`src/rtl/enc8b10b_lane.sv`:
```
// Pipelined multi-octet 8b/10b encoder with running-disparity chaining.
// Ports:
//   clk, rst_n       clock, synchronous active-low reset
//   i_valid          input word valid
//   i_data, i_k      OCTETS octets (octet 0 first on the wire) and per-octet K flags
//   i_rd_load        override the RD chain start for this word with i_rd_value
//   o_valid          output word valid, two clocks after i_valid
//   o_data           OCTETS 10-bit symbols, each ordered abcdeifghj (a = MSB)
//   o_k_error        per-octet flag: K requested for a non-K octet value
//   o_rd             running disparity after the last emitted symbol
module enc8b10b_lane #(
    parameter int unsigned OCTETS  = 4,
    parameter bit          RD_INIT = 1'b0
) (
    input  logic                  clk,
    input  logic                  rst_n,
    input  logic                  i_valid,
    input  logic [8*OCTETS-1:0]   i_data,
    input  logic [OCTETS-1:0]     i_k,
    input  logic                  i_rd_load,
    input  logic                  i_rd_value,
    output logic                  o_valid,
    output logic [10*OCTETS-1:0]  o_data,
    output logic [OCTETS-1:0]     o_k_error,
    output logic                  o_rd
);

    localparam int unsigned DW = 8 * OCTETS;
    localparam int unsigned SW = 10 * OCTETS;

    // 5b/6b code (abcdei) for RD-.
    function automatic logic [5:0] code6_rdm(input logic [4:0] x);
        case (x)
            5'd0:  return 6'b100111;  5'd1:  return 6'b011101;
            5'd2:  return 6'b101101;  5'd3:  return 6'b110001;
            5'd4:  return 6'b110101;  5'd5:  return 6'b101001;
            5'd6:  return 6'b011001;  5'd7:  return 6'b111000;
            5'd8:  return 6'b111001;  5'd9:  return 6'b100101;
            5'd10: return 6'b010101;  5'd11: return 6'b110100;
            5'd12: return 6'b001101;  5'd13: return 6'b101100;
            5'd14: return 6'b011100;  5'd15: return 6'b010111;
            5'd16: return 6'b011011;  5'd17: return 6'b100011;
            5'd18: return 6'b010011;  5'd19: return 6'b110010;
            5'd20: return 6'b001011;  5'd21: return 6'b101010;
            5'd22: return 6'b011010;  5'd23: return 6'b111010;
            5'd24: return 6'b110011;  5'd25: return 6'b100110;
            5'd26: return 6'b010110;  5'd27: return 6'b110110;
            5'd28: return 6'b001110;  5'd29: return 6'b101110;
            5'd30: return 6'b011110;  default: return 6'b101011;
        endcase
    endfunction

    // 3b/4b data code (fghj) for RD- after the 6b sub-block (P7 for y=7).
    function automatic logic [3:0] code4d_rdm(input logic [2:0] y);
        case (y)
            3'd0: return 4'b1011;  3'd1: return 4'b1001;
            3'd2: return 4'b0101;  3'd3: return 4'b1100;
            3'd4: return 4'b1101;  3'd5: return 4'b1010;
            3'd6: return 4'b0110;  default: return 4'b1110;
        endcase
    endfunction

    // 3b/4b control code for RD- after the 6b sub-block; RD+ is always the complement.
    function automatic logic [3:0] code4k_rdm(input logic [2:0] y);
        case (y)
            3'd0: return 4'b1011;  3'd1: return 4'b0110;
            3'd2: return 4'b1010;  3'd3: return 4'b1100;
            3'd4: return 4'b1101;  3'd5: return 4'b0101;
            3'd6: return 4'b1001;  default: return 4'b0111;
        endcase
    endfunction

    // K28.y, K23.7, K27.7, K29.7, K30.7.
    function automatic logic k_legal(input logic [7:0] oct);
        return (oct[4:0] == 5'd28) ||
               (oct == 8'hF7) || (oct == 8'hFB) || (oct == 8'hFD) || (oct == 8'hFE);
    endfunction

    // Returns {disparity flip, 10-bit symbol} for one octet at a given starting RD.
    function automatic logic [10:0] encode(input logic [7:0] oct, input logic is_k,
                                           input logic rd);
        logic [4:0] x;
        logic [2:0] y;
        logic [5:0] b6;
        logic [5:0] c6;
        logic [3:0] b4;
        logic [3:0] c4;
        logic       u6;
        logic       u4;
        logic       rd_mid;
        logic       a7;
        x = oct[4:0];
        y = oct[7:5];
        a7 = 1'b0;
        // Illegal control octets are replaced by K28.7.
        if (is_k && !k_legal(oct)) begin
            x = 5'd28;
            y = 3'd7;
        end
        b6 = (is_k && (x == 5'd28)) ? 6'b001111 : code6_rdm(x);
        u6 = ($countones(b6) != 3);
        // D.7 is balanced yet RD-dependent.
        c6 = (rd && (u6 || (b6 == 6'b111000))) ? ~b6 : b6;
        rd_mid = rd ^ u6;
        if (is_k) begin
            b4 = code4k_rdm(y);
            c4 = rd_mid ? ~b4 : b4;
        end else begin
            // A7 avoids a run of five identical bits across the sub-block boundary.
            a7 = rd_mid ? ((x == 5'd11) || (x == 5'd13) || (x == 5'd14))
                        : ((x == 5'd17) || (x == 5'd18) || (x == 5'd20));
            b4 = ((y == 3'd7) && a7) ? 4'b0111 : code4d_rdm(y);
            c4 = (rd_mid && (($countones(b4) != 2) || (y == 3'd3))) ? ~b4 : b4;
        end
        u4 = ($countones(c4) != 2);
        return {u6 ^ u4, c6, c4};
    endfunction

    logic          s1_valid;
    logic [DW-1:0] s1_data;
    logic [OCTETS-1:0] s1_k;
    logic          s1_rd_load;
    logic          s1_rd_value;

    logic [10:0]   cand_n [OCTETS];
    logic [10:0]   cand_p [OCTETS];
    logic [OCTETS-1:0] kerr_nxt;
    logic [SW-1:0] data_nxt;
    logic          rd_nxt;
    logic          rd_run;

    // Stage 1: input register.
    always_ff @(posedge clk) begin
        if (!rst_n) begin
            s1_valid    <= 1'b0;
            s1_data     <= '0;
            s1_k        <= '0;
            s1_rd_load  <= 1'b0;
            s1_rd_value <= 1'b0;
        end else begin
            s1_valid    <= i_valid;
            s1_data     <= i_data;
            s1_k        <= i_k;
            s1_rd_load  <= i_rd_load;
            s1_rd_value <= i_rd_value;
        end
    end

    // Per-octet candidates for both starting disparities.
    always_comb begin
        kerr_nxt = '0;
        for (int n = 0; n < int'(OCTETS); n++) begin
            cand_n[n]   = encode(s1_data[8*n +: 8], s1_k[n], 1'b0);
            cand_p[n]   = encode(s1_data[8*n +: 8], s1_k[n], 1'b1);
            kerr_nxt[n] = s1_k[n] & ~k_legal(s1_data[8*n +: 8]);
        end
    end

    // Resolve the RD chain, octet 0 first.
    always_comb begin
        data_nxt = '0;
        rd_run   = s1_rd_load ? s1_rd_value : o_rd;
        for (int n = 0; n < int'(OCTETS); n++) begin
            if (rd_run) begin
                data_nxt[10*n +: 10] = cand_p[n][9:0];
                rd_run = rd_run ^ cand_p[n][10];
            end else begin
                data_nxt[10*n +: 10] = cand_n[n][9:0];
                rd_run = rd_run ^ cand_n[n][10];
            end
        end
        rd_nxt = rd_run;
    end

    // Stage 2: output register; bubbles hold data and only honour an RD load.
    always_ff @(posedge clk) begin
        if (!rst_n) begin
            o_valid   <= 1'b0;
            o_data    <= {OCTETS{10'h274}};
            o_k_error <= '0;
            o_rd      <= RD_INIT;
        end else begin
            o_valid <= s1_valid;
            if (s1_valid) begin
                o_data    <= data_nxt;
                o_k_error <= kerr_nxt;
                o_rd      <= rd_nxt;
            end else if (s1_rd_load) begin
                o_rd <= s1_rd_value;
            end
        end
    end

endmodule

```
`config.mk`:
```
export PLATFORM = sky130hd
export DESIGN_NAME = enc8b10b_lane
export DESIGN_NICKNAME = d
export VERILOG_FILES = /design/src/rtl/enc8b10b_lane.sv
export SDC_FILE = /design/constraint.sdc
export NUM_CORES = 1
export LEC_CHECK = 0
export ABC_AREA = 1
export CORE_MARGIN = 2
export CORE_UTILIZATION = 35
export CTS_CLUSTER_SIZE = 12
export DETAILED_ROUTE_END_ITERATION = 10
export HOLD_SLACK_MARGIN = 0.15
export SLEW_MARGIN = 0
export SYNTH_ARGS = -nofsm -noshare
export SYNTH_HDL_FRONTEND = slang
export SYNTH_SLANG_ARGS = --single-unit
export TNS_END_PERCENT = 5
```
`constraint.sdc`:
```
create_clock -name clk -period 9.4 [get_ports clk]
set_clock_uncertainty 0.05 [all_clocks]
set_input_delay 1.41 -clock clk [delete_from_list [all_inputs] [get_ports clk]]
set_output_delay 1.41 -clock clk [all_outputs]
set_load 0.01 [all_outputs]
```
# After elaboration in Yosys (flattened, before gate mapping)
# Memories as Yosys holds them, arrays and structs flattened.
# Cells that the tools add are included.
# W data, S select, Z words.
[classes]
addsub = 88
n_mul = 0
n_div = 0
order_cmp = 0
eq_ne = 104
shifts = 0
muxes = 86
bitwise = 44
reduce_logical = 76
[ops]
columns = ["cell", "count"]
rows = [
  ["$pmux W4 S7", 8],
  ["$mux W4", 40],
  ["$eq A8 B8 Y1 const B", 16],
  ["$add A1 B1 Y2", 56],
  ["$eq A5 B5 Y1 const B", 20],
  ["$add A2 B2 Y3", 24],
  ["$mux W6", 12],
  ["$eq A5 B4 Y1 const B", 12],
  ["$eq A3 B3 Y1 const B", 16],
  ["$ne A3 B2 Y1 const B", 16],
  ["$not A4 Y4", 12],
  ["$logic_or A1 B1 Y1", 44],
  ["$mux W10", 4],
  ["$add A3 B2 Y4", 8],
  ["$ne A4 B2 Y1 const B", 8],
  ["$eq A3 B2 Y1 const B", 8],
  ["$eq A6 B6 Y1 const B", 4],
  ["$logic_and A1 B1 Y1", 24],
  ["$not A6 Y6", 4],
  ["$mux W5", 4],
  ["$xor A1 B1 Y1", 16],
  ["$mux W1", 14],
  ["$eq A3 B1 Y1 const B", 4],
  ["$logic_not A3 Y1", 4],
  ["other kinds (4)", 20],
]
[word_totals]
register_bits = 85
latchBits = 0
ram_bits = 0
mem_bits_ro = 1536
inputBits = 41
memories = 8
[memory_table]
columns = ["name", "depth", "width", "rd", "rd_ports_with_merged_regs", "write_ports", "line_no", "source"]
rows = [
  ["(no name shown)", 32, 6, 1, 0, 0, "33", "case (x)"],
  ["(no name shown)", 32, 6, 1, 0, 0, "33", ""],
  ["(no name shown)", 32, 6, 1, 0, 0, "33", ""],
  ["(no name shown)", 32, 6, 1, 0, 0, "33", ""],
  ["(no name shown)", 32, 6, 1, 0, 0, "33", ""],
  ["(no name shown)", 32, 6, 1, 0, 0, "33", ""],
  ["2 more memories", "n/a", "n/a", "n/a", "n/a", "n/a", "n/a", ""],
]

# Depth between registers and ports, before layout
# Gate-level depths: netlist of run 1.
[logic_depth]
depth_word = 38
mapped_depth = 63

# Least setup slack after synthesis of run 1
# OpenSTA, ideal clock, no wires.
[synth_path]
path_kind = "flip-flop to flip-flop"
from = "register s1_data[0]"
to = "register o_rd"
setup_time_ps = 109
arrival_time_ps = 8334
setup_slack_ps = 908
stages_incl_launch_ff = 54
n_path_buf = 1
period_less_slack_ps = 8492
path_cell_list = "dfxtp_1 -> or2_2 -> nand2_1 -> nand3_2 -> nand2_2 -> inv_4 -> nor2_1 -> inv_1 -> ha_1 -> inv_1 -> nand2_1 -> o211ai_1 -> a21oi_1 -> nor2_1 -> nand2_1 -> fa_1 -> fa_1 -> ha_1 -> (+18 left out) -> ha_1 -> ha_1 -> nand3b_1 -> o211ai_2 -> nand2_2 -> buf_6 -> o21ai_2 -> nand2_1 -> nand2_4 -> nand2_4 -> nand3_2 -> nand2_8 -> nand2_4 -> nand2_1 -> nand2_1 -> nand3_1 -> nand2_1 -> inv_1"
[synth_between]
elab_chain_cells = 38
word_cells_on_any_way = 104
[synth_rtl]
columns = ["element", "line_no", "source"]
rows = [
  ["start, declared", "120", "logic [DW-1:0] s1_data;"],
  ["start signal, assigned", "142", "s1_data <= i_data;"],
  ["parallel branches: the longest is 30 deep, another holds $mem_v2 Z32 W6", "n/a", ""],
  ["$mux W1 (*)", "164", "if (rd_run) begin"],
  ["$xor A1 B1 Y1 (on tied branches)", "169, 166", ""],
  ["$mux W1 (*)", "164", ""],
  ["$xor A1 B1 Y1 (on tied branches)", "169, 166", ""],
  ["$mux W1 (*)", "164", ""],
  ["$xor A1 B1 Y1 (on tied branches)", "169, 166", ""],
  ["$mux W1 (*)", "164", ""],
  ["$mux W1 (*)", "184", "if (s1_valid) begin"],
  ["end signal, assigned", "187", "o_rd <= rd_nxt;"],
  ["end signal, assigned", "189", "o_rd <= s1_rd_value;"],
  ["end, declared", "25", "output logic o_rd"],
]
# Mark *: on every way between the ends. The select of a mux whose other input is x is not followed.
# A chain may end at the register's enable or synchronous reset.

# Worst setup path in the final report of run 1
# Ends and elaborated chain as after synthesis.

==> summary.txt, run 1 <==
Floorplanning
  – Core ar.: 0.0242 mm2
  – Die X: 161 um
  – Die Y: 161 um
  – Die Area: 0.0260 mm2
  – Io pins: 87
  – Initial Utilization: 35.6%
  – Row count: 57

Setup path
  – Worst r2r src: s1_data[0]
  – Crit path kind: register to register
  – CP arrival: 8.95 ns
  – R2r endpoint: o_rd
  – CP startpoint kind: register
  – Kind of end point of the critical path: register
  – Slowest-stage cell, CP: fa_1
  – Max incr delay on CP: 0.56 ns
  – Worst Setup SP: s1_data[0]
  – R2r setup slk: 0.65 ns
  – Cell repeated most along the worst path: nand2_1
  – Worst-path fanout max: 9
  – Worst Reg-to-Reg Cells: 51
  – Critical path capture point: o_rd
  – Critical Path RT: 9.60 ns

Run status
  – Outcome: complete, no violations

Placed design
  – Post-place setup slack: 0.0395 ns
  – HPWL after DPL: 17.2 mm
  – Area after DPL: 0.00983 mm2
  – Routability congestion estimate: 0.910
  – I/O Buffers: 86
  – Placed Cells: 1749

STA
  – Worst Tran Pin Value: 1.09 ns
  – Min cycle time layout: 8.75 ns
  – Final Cycle Share: 93.1%
  – Slew Limit Fails: 0
  – Hold slack: 0.416 ns
  – Relative slew slack: 26.6%
  – Final Worst Setup Slack: 0.648 ns
  – Fmax: 0.114 GHz
  – Final setup viols: 0
  – Final Hold Viols: 0

Synthesis
  – Mapped Avg Cell Area: 6.38 um2
  – Synth top area cells: dfxtp_1 20%, nand2_1 17%, ha_1 9.7%
  – Count of cell types in the netlist: 50
  – Mapped Area: 0.00864 mm2
  – Synthesized Nets: 1490
  – Yosys top cell area share: 19.7%
  – Cells after Synth: 1354
  – Number of flops mapped to enable cells by yosys: 0
  – Seq cells post-synth: 85
  – List of most frequent post-synthesis cells: 384 x nand2_1, 213 x inv_1, 121 x nand3_1
  – Fraction of registers with async set or reset after synthesis: 0%
  – Leading area contributor after synthesis: dfxtp_1
  – Register area share after synthesis: 19.7%
  – Most frequent cell after synthesis: nand2_1
  – Most used DFF post-synth: dfxtp_1
  – Synth warn: 0

Clocking
  – Hold-fix buffers, CTS: 0
  – CTS Buf Count: 9
  – Latest clock arrival within the worst-skew pair: 0.35 ns
  – Root Buffer: clkbuf_16
  – CTS sink cnt: 85
  – Worst-path clk slew: 0.06 ns
  – CTS tree: built
  – Max Root-Sink Buffers: 2
  – Max H-tree Level: 3

Power and ir drop
  – Lkg Pwr: 0.00527 uW
  – PwrDens: 332 mW/mm2
  – Worst vdd ir: 355 uV

Detailed routing
  – Number of remaining DRC errors: 0
  – Vias: 8504
  – Pre-Repair DR Iteration Count: 6
  – Drt total wl: 22.1 mm
  – ANT nets after route: 0
  – Vias per inst: 4.79
  – Avg WL per Cell: 12.5 um
  – Starting DRC count in detailed routing: 380

GRT
  – Initial antenna violation count: 0
  – Largest net degree at the start of global routing: 53
  – Congestion Overflow GR: 0
  – Gr usage total: 17.4%
  – Global-route wire length before repair: 37.8 mm
  – Vias in the first global route: 8105

Job
  – Max_cap viols: 0

Worst hold path
  – Worst hold path class: register to register

Final layout
  – Layout net count: 1582
  – P&R area growth vs syn: 19.7%
  – Share of layout cells above drive strength 1: 12.1%
  – ANT cells: 0
  – Final instance area: 0.0103 mm2
  – Layout Cells excl Fill: 1774
## cells by family after synthesis
logic type               share of synthesized area (%)
buffers and inverters                             12.6
XOR/XNOR                                          1.01
adder cells (fa/ha/maj)                           16.2
AND/OR/NAND/NOR                                   36.9
flip-flops                                        19.7
AO/OA/AOI/OAI                                     13.7
## per-stage QoR
stage	TNS (ns)	util, %	total power, uW
2_1_floorplan	0	-	2420
3_3_place_gp	0	40.6	2910
3_5_place_dp	0	40.6	2940
4_1_cts	0	42.0	3380
5_1_grt	-0.0275	42.6	3860
6_report	0	42.6	3440
## repair_timing
| action | 4_1_cts | 5_1_grt |
|---|---|---|
| buffers inserted | 0 | 10 |
| gates resized for setup | 0 | 31 |
| endpoints found under the setup margin | 0 | 22 |
## power by group
group	total, uW	switching, uW	internal [uW]
Clock	421	149	272
Sequential	460	43.2	417
Combinational	2550	1590	963
Total	3440	1780	1650
## layer usage
metal / GRT usage [%] / wire [um] / up-vias / share of wire [%]
met5: 0 / 0 / - / 0
met3: 2.70 / 846 / 19 / 3.8
met1: 22.9 / 10600 / 3850 / 48
li1: - / - / 4471 / -
met2: 29.9 / 10300 / 164 / 47
met4: 4.55 / 260 / 0 / 1.2
## registers in the layout (all words and copies together) (netlist names)
signal       count
o_rd             1
s1_k             4
o_data          40
o_valid          1
o_k_error        4
s1_valid         1
s1_rd_load       1
s1_rd_value      1
s1_data         32
## worst min-delay path by stage
| stage | start | cells after the start | to | slack (ns) |
|---|---|---|---|---|
| 3_3_place_gp | o_data[11] | 2 | o_data[11] | 0.41 |
| 4_1_cts | o_data[11] | 2 | o_data[11] | 0.42 |
| 3_5_place_dp | o_data[28] | 2 | o_data[28] | 0.41 |
| 5_1_grt | o_data[10] | 2 | o_data[10] | 0.44 |
| 2_1_floorplan | o_data[0] | 2 | o_data[0] | 0.44 |
| 6_report | o_data[28] | 2 | o_data[28] | 0.42 |
## layout by cell type (no fill, tap or decap), drive strengths merged, types with 7 or more instances in the layout
cell	Yosys	final
dfxtp	85	85
nand2	421	421
clkbuf	14	11
o21ai	104	104
inv	234	234
a21oi	78	78
buf	16	26
ha	67	67
nand3	137	137
clkdlybuf4s50	0	85
nor3b	7	7
nand4	14	14
o211ai	10	10
nor2	92	92
nor3	8	8
fa	28	28
## cell type report
cell class                 count  area (um2)
clock buffer                  11         253
clock inverter                 4        95.1
fill                        2560       13900
inverter                     239         910
multi-input combinational   1000        5920
sequential                    85        1710
tap                          324         405
timing repair buffer         111        1040
## worst max-delay path: cells and delay by family (launching register included)
kind	cells	cell delay (ns)
DFF	1	0.36
buffers and inverters	6	0.48
and+or+nand+nor	31	3.51
adders and majority gates	11	3.74
AOI/OAI and AO/OA	3	0.53
(Power assumes the default switching activity.)
==> inputs of run 2 (changes only) <==
- CTS_CLUSTER_DIAMETER: unset -> 40
==> results of run 2 <==
The final DEF is identical to that of run 1; final timing and power are the same.
